`config.mk`:
```
export PLATFORM = sky130hd
export DESIGN_NAME = ripple_carry_adder
export DESIGN_NICKNAME = d
export VERILOG_FILES = /design/src/rtl/rca_pkg.sv /design/src/rtl/full_adder.sv /design/src/rtl/ripple_carry_adder.sv
export SDC_FILE = /design/constraint.sdc
export NUM_CORES = 1
export LEC_CHECK = 0
export CAP_MARGIN = 20
export CORE_UTILIZATION = 40
export DETAILED_ROUTE_END_ITERATION = 16
export PLACE_DENSITY = 0.81
export SETUP_SLACK_MARGIN = 0.15
export SYNTH_ARGS = -nofsm -noshare
export SYNTH_HDL_FRONTEND = slang
export SYNTH_SLANG_ARGS = --single-unit
```
`constraint.sdc`:
```
create_clock -name clk -period 1.56 [get_ports clk]
set_input_delay 0.312 -clock clk [delete_from_list [all_inputs] [get_ports clk]]
set_output_delay 0.312 -clock clk [all_outputs]
set_load 0.005 [all_outputs]
```
`src/rtl/rca_pkg.sv`:
```
// ============================================================================
//  Module  : rca_pkg
//  Purpose : Shared constants and types for the ripple-carry adder primitive.
//  Revision: 1.0 - initial release
// ============================================================================
`default_nettype none

package rca_pkg;

    localparam int RCA_DEFAULT_WIDTH = 8;

    // Full result of a default-width add: carry-out above the sum bits.
    typedef logic [RCA_DEFAULT_WIDTH:0] rca_result_t;

endpackage : rca_pkg

`default_nettype wire

```
`src/rtl/full_adder.sv`:
```
// ============================================================================
//  Module  : full_adder
//  Purpose : 1-bit combinational full adder, one stage of the ripple chain.
//  Revision: 1.0 - initial release
// ============================================================================
`default_nettype none

module full_adder (
    input  logic a,
    input  logic b,
    input  logic ci,
    output logic s,
    output logic co
);

    logic w_prop;

    assign w_prop = a ^ b;
    assign s      = w_prop ^ ci;
    assign co     = (a & b) | (ci & w_prop);

endmodule : full_adder

`default_nettype wire

```
`src/rtl/ripple_carry_adder.sv`:
```
// ============================================================================
//  Module  : ripple_carry_adder
//  Purpose : Registered WIDTH-bit ripple-carry adder with carry-in/out.
//            Define RCA_OVERFLOW_EN to add the registered signed-overflow Ovf.
//  Revision: 1.0 - initial release
// ============================================================================
`default_nettype none

module ripple_carry_adder
    import rca_pkg::*;
#(
    parameter int WIDTH = RCA_DEFAULT_WIDTH
) (
    input  logic             clk,
    input  logic             rst_n,
    input  logic [WIDTH-1:0] A,
    input  logic [WIDTH-1:0] B,
    input  logic             Cin,
    input  logic             in_valid,
    output logic [WIDTH-1:0] S,
    output logic             Cout,
`ifdef RCA_OVERFLOW_EN
    output logic             Ovf,
`endif
    output logic             out_valid
);

    logic [WIDTH:0]   w_carry;
    logic [WIDTH-1:0] w_sum;

    logic [WIDTH-1:0] s_d, s_q;
    logic             cout_d, cout_q;
    logic             valid_d, valid_q;

    assign w_carry[0] = Cin;

    generate
        for (genvar i = 0; i < WIDTH; i++) begin : g_stage
            full_adder u_fa (
                .a  (A[i]),
                .b  (B[i]),
                .ci (w_carry[i]),
                .s  (w_sum[i]),
                .co (w_carry[i+1])
            );
        end
    endgenerate

`ifdef RCA_OVERFLOW_EN
    logic ovf_d, ovf_q;
`endif

    // Result registers only move on a valid input; out_valid is a one-cycle strobe.
    always_comb begin
        s_d     = s_q;
        cout_d  = cout_q;
        valid_d = in_valid;
`ifdef RCA_OVERFLOW_EN
        ovf_d   = ovf_q;
`endif
        if (in_valid) begin
            s_d    = w_sum;
            cout_d = w_carry[WIDTH];
`ifdef RCA_OVERFLOW_EN
            ovf_d  = w_carry[WIDTH] ^ w_carry[WIDTH-1];
`endif
        end
    end

    always_ff @(posedge clk or negedge rst_n) begin
        if (!rst_n) begin
            s_q     <= '0;
            cout_q  <= 1'b0;
            valid_q <= 1'b0;
`ifdef RCA_OVERFLOW_EN
            ovf_q   <= 1'b0;
`endif
        end else begin
            s_q     <= s_d;
            cout_q  <= cout_d;
            valid_q <= valid_d;
`ifdef RCA_OVERFLOW_EN
            ovf_q   <= ovf_d;
`endif
        end
    end

    assign S         = s_q;
    assign Cout      = cout_q;
    assign out_valid = valid_q;
`ifdef RCA_OVERFLOW_EN
    assign Ovf       = ovf_q;
`endif

endmodule : ripple_carry_adder

`default_nettype wire

```
Word-level counts from Yosys, hierarchy flattened
Cells that the tools add are included.
Word-level totals
  flip-flop bits (word level): 10
  output and inout port bits: 10
  logic and storage cells: 43
Operators by class
  bitwise operators: 40
Operator list (count)
  1-bit AND: 16
  1-bit XOR: 16
  1-bit OR: 8

Depth between registers and ports, before layout
  depth after elaboration: 17
  gate-level depth with buffers: 12
  mapped depth without buffers: 12

By module
A second synthesis with hierarchy kept.
Unflattened totals
  cells, all modules: 28
  area, all modules: 556.8 sq um
By module, submodules not included
  ripple_carry_adder: times used 1, cells each 20, area each 396.6 sq um, sequential area each 250.2 sq um
  full_adder: times used 8, cells each 1, area each 20.0 sq um, sequential area each 0.0 sq um

Worst setup path before layout
Ideal clock, no wire load.
  path type: input-to-reg
  start point: in A[0]
  end point: reg s_q[7], in the netlist S[7]
  library setup time: 0.079 ns
  data arrival time: 3.392 ns
  data required time: 1.481 ns
  slack: -1.911 ns
  cell stages on the path: 12
  buffers on the path: 0
  cell sequence: inv_1 -> fa_1 -> inv_1 -> fa_1 -> fa_1 -> fa_1 -> fa_1 -> fa_1 -> fa_1 -> inv_1 -> fa_1 -> mux2i_1
Between the ends
  longest elaborated chain between the ends: 16
RTL lines
  start: declaration: line ripple_carry_adder.sv:16  | input logic [WIDTH-1:0] A,
  1-bit XOR: line full_adder.sv:18  | assign w_prop = a ^ b;
  1-bit AND: line full_adder.sv:20  | assign co = (a & b) | (ci & w_prop);
  1-bit OR *: line full_adder.sv:20
  1-bit AND *: line full_adder.sv:20
  1-bit OR *: line full_adder.sv:20
  1-bit AND *: line full_adder.sv:20
  1-bit OR *: line full_adder.sv:20
  1-bit AND *: line full_adder.sv:20
  1-bit OR *: line full_adder.sv:20
  1-bit AND *: line full_adder.sv:20
  1-bit OR *: line full_adder.sv:20
  1-bit AND *: line full_adder.sv:20
  1-bit OR *: line full_adder.sv:20
  1-bit AND *: line full_adder.sv:20
  1-bit OR *: line full_adder.sv:20
  1-bit XOR *: line full_adder.sv:19  | assign s = w_prop ^ ci;
  end signal: assignment: line ripple_carry_adder.sv:72  | s_q <= '0;
  end signal: assignment: line ripple_carry_adder.sv:79  | s_q <= s_d;
  end: declaration: line ripple_carry_adder.sv:31  | logic [WIDTH-1:0] s_d, s_q;
Every way passes the cells marked *; elsewhere a longest branch is shown, timed or not.
A chain may end at the register's enable or synchronous reset.

Worst setup path after layout
  start point: in B[0]
  end point: reg s_q[7], in the netlist S[7]
Between the ends
  longest elaborated chain between the ends: 16
RTL lines
  start: declaration: line ripple_carry_adder.sv:17  | input logic [WIDTH-1:0] B,
  1-bit XOR: line full_adder.sv:18
  1-bit AND: line full_adder.sv:20
  1-bit OR *: line full_adder.sv:20
  1-bit AND *: line full_adder.sv:20
  1-bit OR *: line full_adder.sv:20
  1-bit AND *: line full_adder.sv:20
  1-bit OR *: line full_adder.sv:20
  1-bit AND *: line full_adder.sv:20
  1-bit OR *: line full_adder.sv:20
  1-bit AND *: line full_adder.sv:20
  1-bit OR *: line full_adder.sv:20
  1-bit AND *: line full_adder.sv:20
  1-bit OR *: line full_adder.sv:20
  1-bit AND *: line full_adder.sv:20
  1-bit OR *: line full_adder.sv:20
  1-bit XOR *: line full_adder.sv:19
Marked as above.

==> results.py <==
metrics = {
    "logic_synthesis": {
        "synth_cell_type_count": 8,
        "syn-instance-count": 38,
        "ys.warnings.count": 0,
        "synth_fp_nets": 66,
        "synth_seq_area_share": 0.4357,
        "ys_seq_elements": 10,
        "postSynthAreaPerCell_um2": 15.11,
        "netlist_area_um2": 574.3,
    },
    "timing": {
        "fin_crit_sh": 2.045,
        "drv_slew": 0,
        "clock_skew_ns": 0,
        "timing.final.crit_period_ns": 3.191,
        "slew_headroom": 0.7111,
        "max_slew.worst_pin.slew_ns": 0.4321,
        "finalSetupViolations": 7,
        "hold_slack_ns": 0.3666,
        "fmax_ghz": 0.3134,
        "worst_slack_ns": -1.631,
        "rsz0062_at_grt": "yes",
        "hold_viol": 0,
    },
    "final_layout": {
        "final_area_um2": 983.4,
        "fillers": 97,
        "diodes": 0,
        "regArea_um2": 250.2,
        "area_growth_pct": 71.24,
        "drive_gt1_frac": 0.3919,
        "multi_input_area_um2": 296.5,
        "utilization": 0.7464,
        "nets": 104,
    },
    "grt": {
        "grt_first_pass_wirelength_mm": 1.773,
        "overflow": 0,
        "antenna_found_initial": 0,
        "first_global_vias": 443,
        "grtUsageTotal": 0.1779,
        "grt_max_degree": 12,
    },
    "pwr": {
        "seqPwrFrac": 0.412,
        "comb_power_share": 0.392,
        "power_switching_mw": 0.2017,
        "peakVddDrop_v": 0.0004530,
        "leakage_nw": 0.4664,
        "powerDensity_nw_per_um2": 836.1,
        "sw_frac_of_total": 0.2453,
        "p_clk_frac": 0.196,
        "intPower_mw": 0.6206,
    },
    "placed_design": {
        "io_buffer_count": 29,
        "dpl_cell_area_um2": 927.1,
        "dp_hpwl_um": 888.5,
        "gp_congestion": 0.5818,
        "pre_cts_ws_ns": -2.387,
    },
    "clocking": {
        "cts_made_buffers": 3,
        "root_buffer": "clkbuf_4",
        "worstSkewPairLatency_ns": 0.25,
        "path_clk_slew_ns": 0.06,
        "cts.sinks": 10,
        "clock_path_buffers": 2,
        "htree_num_levels": 1,
        "cts_hold_buf": 0,
        "cts_tree": "done",
    },
    "floorplanning": {
        "ios": 30,
        "die_area_um2": 1591,
        "core_area_um2": 1318,
        "die_w_um": 39.89,
        "initial_core_util": 0.4359,
        "die_h_um": 39.89,
        "rows": 13,
    },
    "routing": {
        "drt_iter0_drc": 3,
        "drt-total-wl_mm": 1.039,
        "post_drt_wl_per_cell_um": 11.67,
        "ant_nets": 0,
        "drc_errors": 0,
        "drt_pass1_iterations": 2,
        "vias_per_cell": 4.573,
        "vias": 407,
    },
    "critical_path": {
        "reg2regPathDepth": 2,
        "cp.required_ns": 1.74,
        "cp_common_cell": "fa_2",
        "regToRegStartpoint": "S[4]$_DFFE_PN0P_",
        "worstPathArrival_ns": 3.37,
        "max_stage_delay_ns": 0.40,
        "path_depth": 13,
        "reg2reg_to": "S[4]$_DFFE_PN0P_",
        "cp_max_fo": 1,
        "crit_slowest_cell": "fa_2",
        "cp_num_buf_inv": 4,
        "critPathKind": "in -> reg",
        "critPathCaptureType": "flop",
        "path_delay_family": "adder cells",
        "r2r_setup_slack_ns": 0.68,
        "path_cells": "buf_8, clkinv_4, fa_2, inv_2, fa_2, fa_2, fa_2, fa_2, fa_2, fa_2, inv_2, fa_1, mux2i_1",
        "startpoint_type": "input pin",
    },
    "status": {
        "violations": "negative setup slack",
        "outcome": "finished, violations left",
    },
    "job": {
        "cap_viol_max_count": 0,
    },
    "worst_hold_path": {
        "hold_class": "in -> async",
    },
}
## cell type report
cell class | instances | share of cell area
Sequential cell | 10 | 0.2545
Multi-Input combinational cell | 18 | 0.3015
Inverter | 9 | 0.05471
Tap cell | 15 | 0.01908
Timing Repair Buffer | 34 | 0.3473
Clock buffer | 3 | 0.02290
## kinds of logic (layout without fill, tap and decap cells)
logic type | Yosys count | after routing | synth area share
AOI/OAI and AO/OA | 1 | 1 | 0.008706
adders and majority gates | 8 | 8 | 0.2789
buffers and inverters | 10 | 46 | 0.07843
DFF | 10 | 10 | 0.4357
muxes | 8 | 8 | 0.1917
and+or+nand+nor | 1 | 1 | 0.006530
## layer usage
layer  routed length, um  vias to the layer above  part of all wire  GRT usage
met4                   0                        0                 0    0.07759
li1                    -                      188                 -          -
met3                 108                        0              0.10    0.05114
met5                   0                        -                 0          0
met1                 375                      198              0.36     0.1912
met2                 554                       21              0.53     0.3145
## metrics by stage
stage	total power [mW]	setup TNS, ns	instances
2_1_floorplan	0.4719	-7.173	38
3_3_place_gp	0.6612	-12.60	82
3_5_place_dp	0.6679	-12.75	82
4_1_cts	0.8402	-7.107	89
5_1_grt	0.8876	-6.876	89
6_report	0.8223	-6.584	89
## synth_stat cells (all sizes together)
cell type | count | area share
a21oi | 1 | 0.0087
buf | 1 | 0.020
mux2i | 2 | 0.035
dfrtp | 10 | 0.44
mux2 | 6 | 0.16
nor2 | 1 | 0.0065
fa | 8 | 0.28
inv | 9 | 0.059
## state kept, by name (all words and copies together) (netlist names)
| signal | flops |
|---|---|
| S | 8 |
| Cout | 1 |
| out_valid | 1 |
## power by group through the flow
stage               clock [mW]  sequential [mW]  combinational, mW
floorplan                    0            0.349              0.123
CTS                      0.171            0.339              0.330
global placement             0            0.347              0.315
finish                   0.161            0.339              0.322
global route             0.185            0.344              0.359
detailed placement           0            0.346              0.322
## cells in the final DEF (no fill, tap or decap)
| master | instances |
|---|---|
| buf_4 | 4 |
| fa_2 | 7 |
| buf_12 | 1 |
| mux2_4 | 6 |
| nor2_1 | 1 |
| mux2i_1 | 2 |
| buf_8 | 2 |
| a21oi_1 | 1 |
| clkbuf_4 | 3 |
| dlygate4sd2_1 | 10 |
| clkdlybuf4s50_1 | 15 |
| dfrtp_1 | 10 |
| clkinv_4 | 1 |
| inv_4 | 1 |
| dlymetal6s2s_1 | 1 |
| inv_1 | 4 |
| inv_12 | 1 |
| fa_1 | 1 |
| inv_2 | 2 |
| buf_6 | 1 |
## worst max-delay path by stage
stage	start	endpoint	slack (ns)
after detailed placement	A[0]	S[7]$_DFFE_PN0P_	-2.39
after CTS	A[0]	S[7]$_DFFE_PN0P_	-1.76
final	B[0]	S[7]$_DFFE_PN0P_	-1.63
after floorplan	A[0]	S[7]$_DFFE_PN0P_	-1.68
after global routing	Cin	S[7]$_DFFE_PN0P_	-1.73
after global placement	A[0]	S[7]$_DFFE_PN0P_	-2.35
## what timing repair did
action	4_1_cts	5_1_grt
resized for setup	28	4
pin swaps	8	8
setup buffers	4	0
cloned	0	0
setup endpoints to repair	18	9
(Power assumes the default switching activity.)
==> patch (config.mk and constraints unchanged) <==
Change the package constant `RCA_DEFAULT_WIDTH` from 8 to 10.
--- a/src/rtl/rca_pkg.sv
+++ b/src/rtl/rca_pkg.sv
@@ -7,7 +7,7 @@
 
 package rca_pkg;
 
-    localparam int RCA_DEFAULT_WIDTH = 8;
+    localparam int RCA_DEFAULT_WIDTH = 10;
 
     // Full result of a default-width add: carry-out above the sum bits.
     typedef logic [RCA_DEFAULT_WIDTH:0] rca_result_t;
Ports: changed (resized A, B and S); port bits go from 30 to 36. The function was not compared with the original's and may differ.
==> patch against the unedited design <==
  * The flow still finishes with violations (negative setup slack)
  * Sequential cell count is 2 higher
  * Register-to-register slack hardly changed
  * Synthesized cell count is 16% higher
  * Sequential share of layout area is 0.70 points higher
  * Cell count is 13% higher
  * Wire length is 31% higher
  * Core utilization is 0.13 points lower
  * Synthesized area is 17% higher
  * Total power is 24% higher
  * Cell area is 17% higher
  * Worst setup slack worse by 670 ps
==> patch: results <==
export IMPL_gr_usage_met1=0.239
export IMPL_first_global_vias=525
export IMPL_hpwl_mm=1.13
export IMPL_vdd_ir_drop_max_mv=0.592
export IMPL_drt_iter0_markers=0
export IMPL_drive_above_1_share=0.388
export IMPL_synth_fp_nets=78
export IMPL_crit_arrival_ps=4070
export IMPL_synth_compound_area_frac=0.0224
export IMPL_largest_reg_flops=10
export IMPL_synthMuxAreaShare=0.157
export IMPL_dr_pass1_iters=1
export IMPL_cts_clk_slew_worst_paths_ps=80
export IMPL_finalWirelength_mm=1.36
export IMPL_p_switching_uw=265
export IMPL_synth_area_top_cells="dfrtp_1, fa_1, mux2_4"
export IMPL_violations="negative setup slack"
export IMPL_vias_per_cell=4.72
export IMPL_outcome="finished, violations left"
export IMPL_wl_met1_um=507
export IMPL_met2WireLength_um=719
export IMPL_setup_viol=9
export IMPL_grt_max_degree=16
export IMPL_clock_latency_ps=270
export IMPL_timing_final_ws_setup_ps=-2300
export IMPL_fillerInstances=114
export IMPL_synthAdderAreaFrac=0.299
export IMPL_track_usage=0.187
export IMPL_route_met3_wl_um=103
export IMPL_grt_pass1_wl_mm=2.36
export IMPL_tightest_slew_ps=552
export IMPL_io_buffers=35
export IMPL_nets=120
export IMPL_pg_seq_uw=408
patch: cell types whose count changed after synthesis, sizes merged:
cell and delta:
fa +2, mux2i -2, mux2 +2, inv -2, nor2 +2, dfrtp +2, a21oi +2
patch: final cells by class:
type | instances | area (µm²) | area share
Clock buffer | 4 | 36.3 | 0.0316
Inverter | 7 | 43.8 | 0.0381
Multi-Input combinational cell | 24 | 373 | 0.325
Sequential cell | 12 | 300 | 0.261
Tap cell | 16 | 20.0 | 0.0174
Timing Repair Buffer | 38 | 375 | 0.327
patch: through the flow:
| step | TNS, ps | util | worst slack, ps | cells | total power, µW |
|---|---|---|---|---|---|
| after CTS | -12600 | 0.743 | -2490 | 101 | 1030 |
| final | -11480 | 0.745 | -2300 | 101 | 1020 |
| after detailed placement | -19650 | 0.713 | -3100 | 95 | 805 |
| after global placement | -19350 | 0.713 | -3060 | 95 | 797 |
| after global routing | -11970 | 0.745 | -2400 | 101 | 1090 |
| after floorplan | -12520 | - | -2370 | 44 | 562 |
patch: repair_timing:
action | in CTS | in global routing
pin swaps | 11 | 11
endpoints found under the setup margin | 23 | 10
cloned | 0 | 0
resized for setup | 33 | 1
setup buffers | 2 | 0
patch: final timing paths:
path | slack [ps] | end | from | depth (start not counted)
setup / recovery | -2300 | S[9]$_DFFE_PN0P_ | A[0] | 15
hold / removal | 390 | S[6]$_DFFE_PN0P_ | rst_n | 1
setup reg to reg | 680 | S[1]$_DFFE_PN0P_ | S[1]$_DFFE_PN0P_ | 2
hold reg to reg | 510 | S[6]$_DFFE_PN0P_ | S[6]$_DFFE_PN0P_ | 1
max in group asynchronous | 810 | S[0]$_DFFE_PN0P_ | rst_n | 1
min in group clk | 460 | S[0]$_DFFE_PN0P_ | Cin | 4
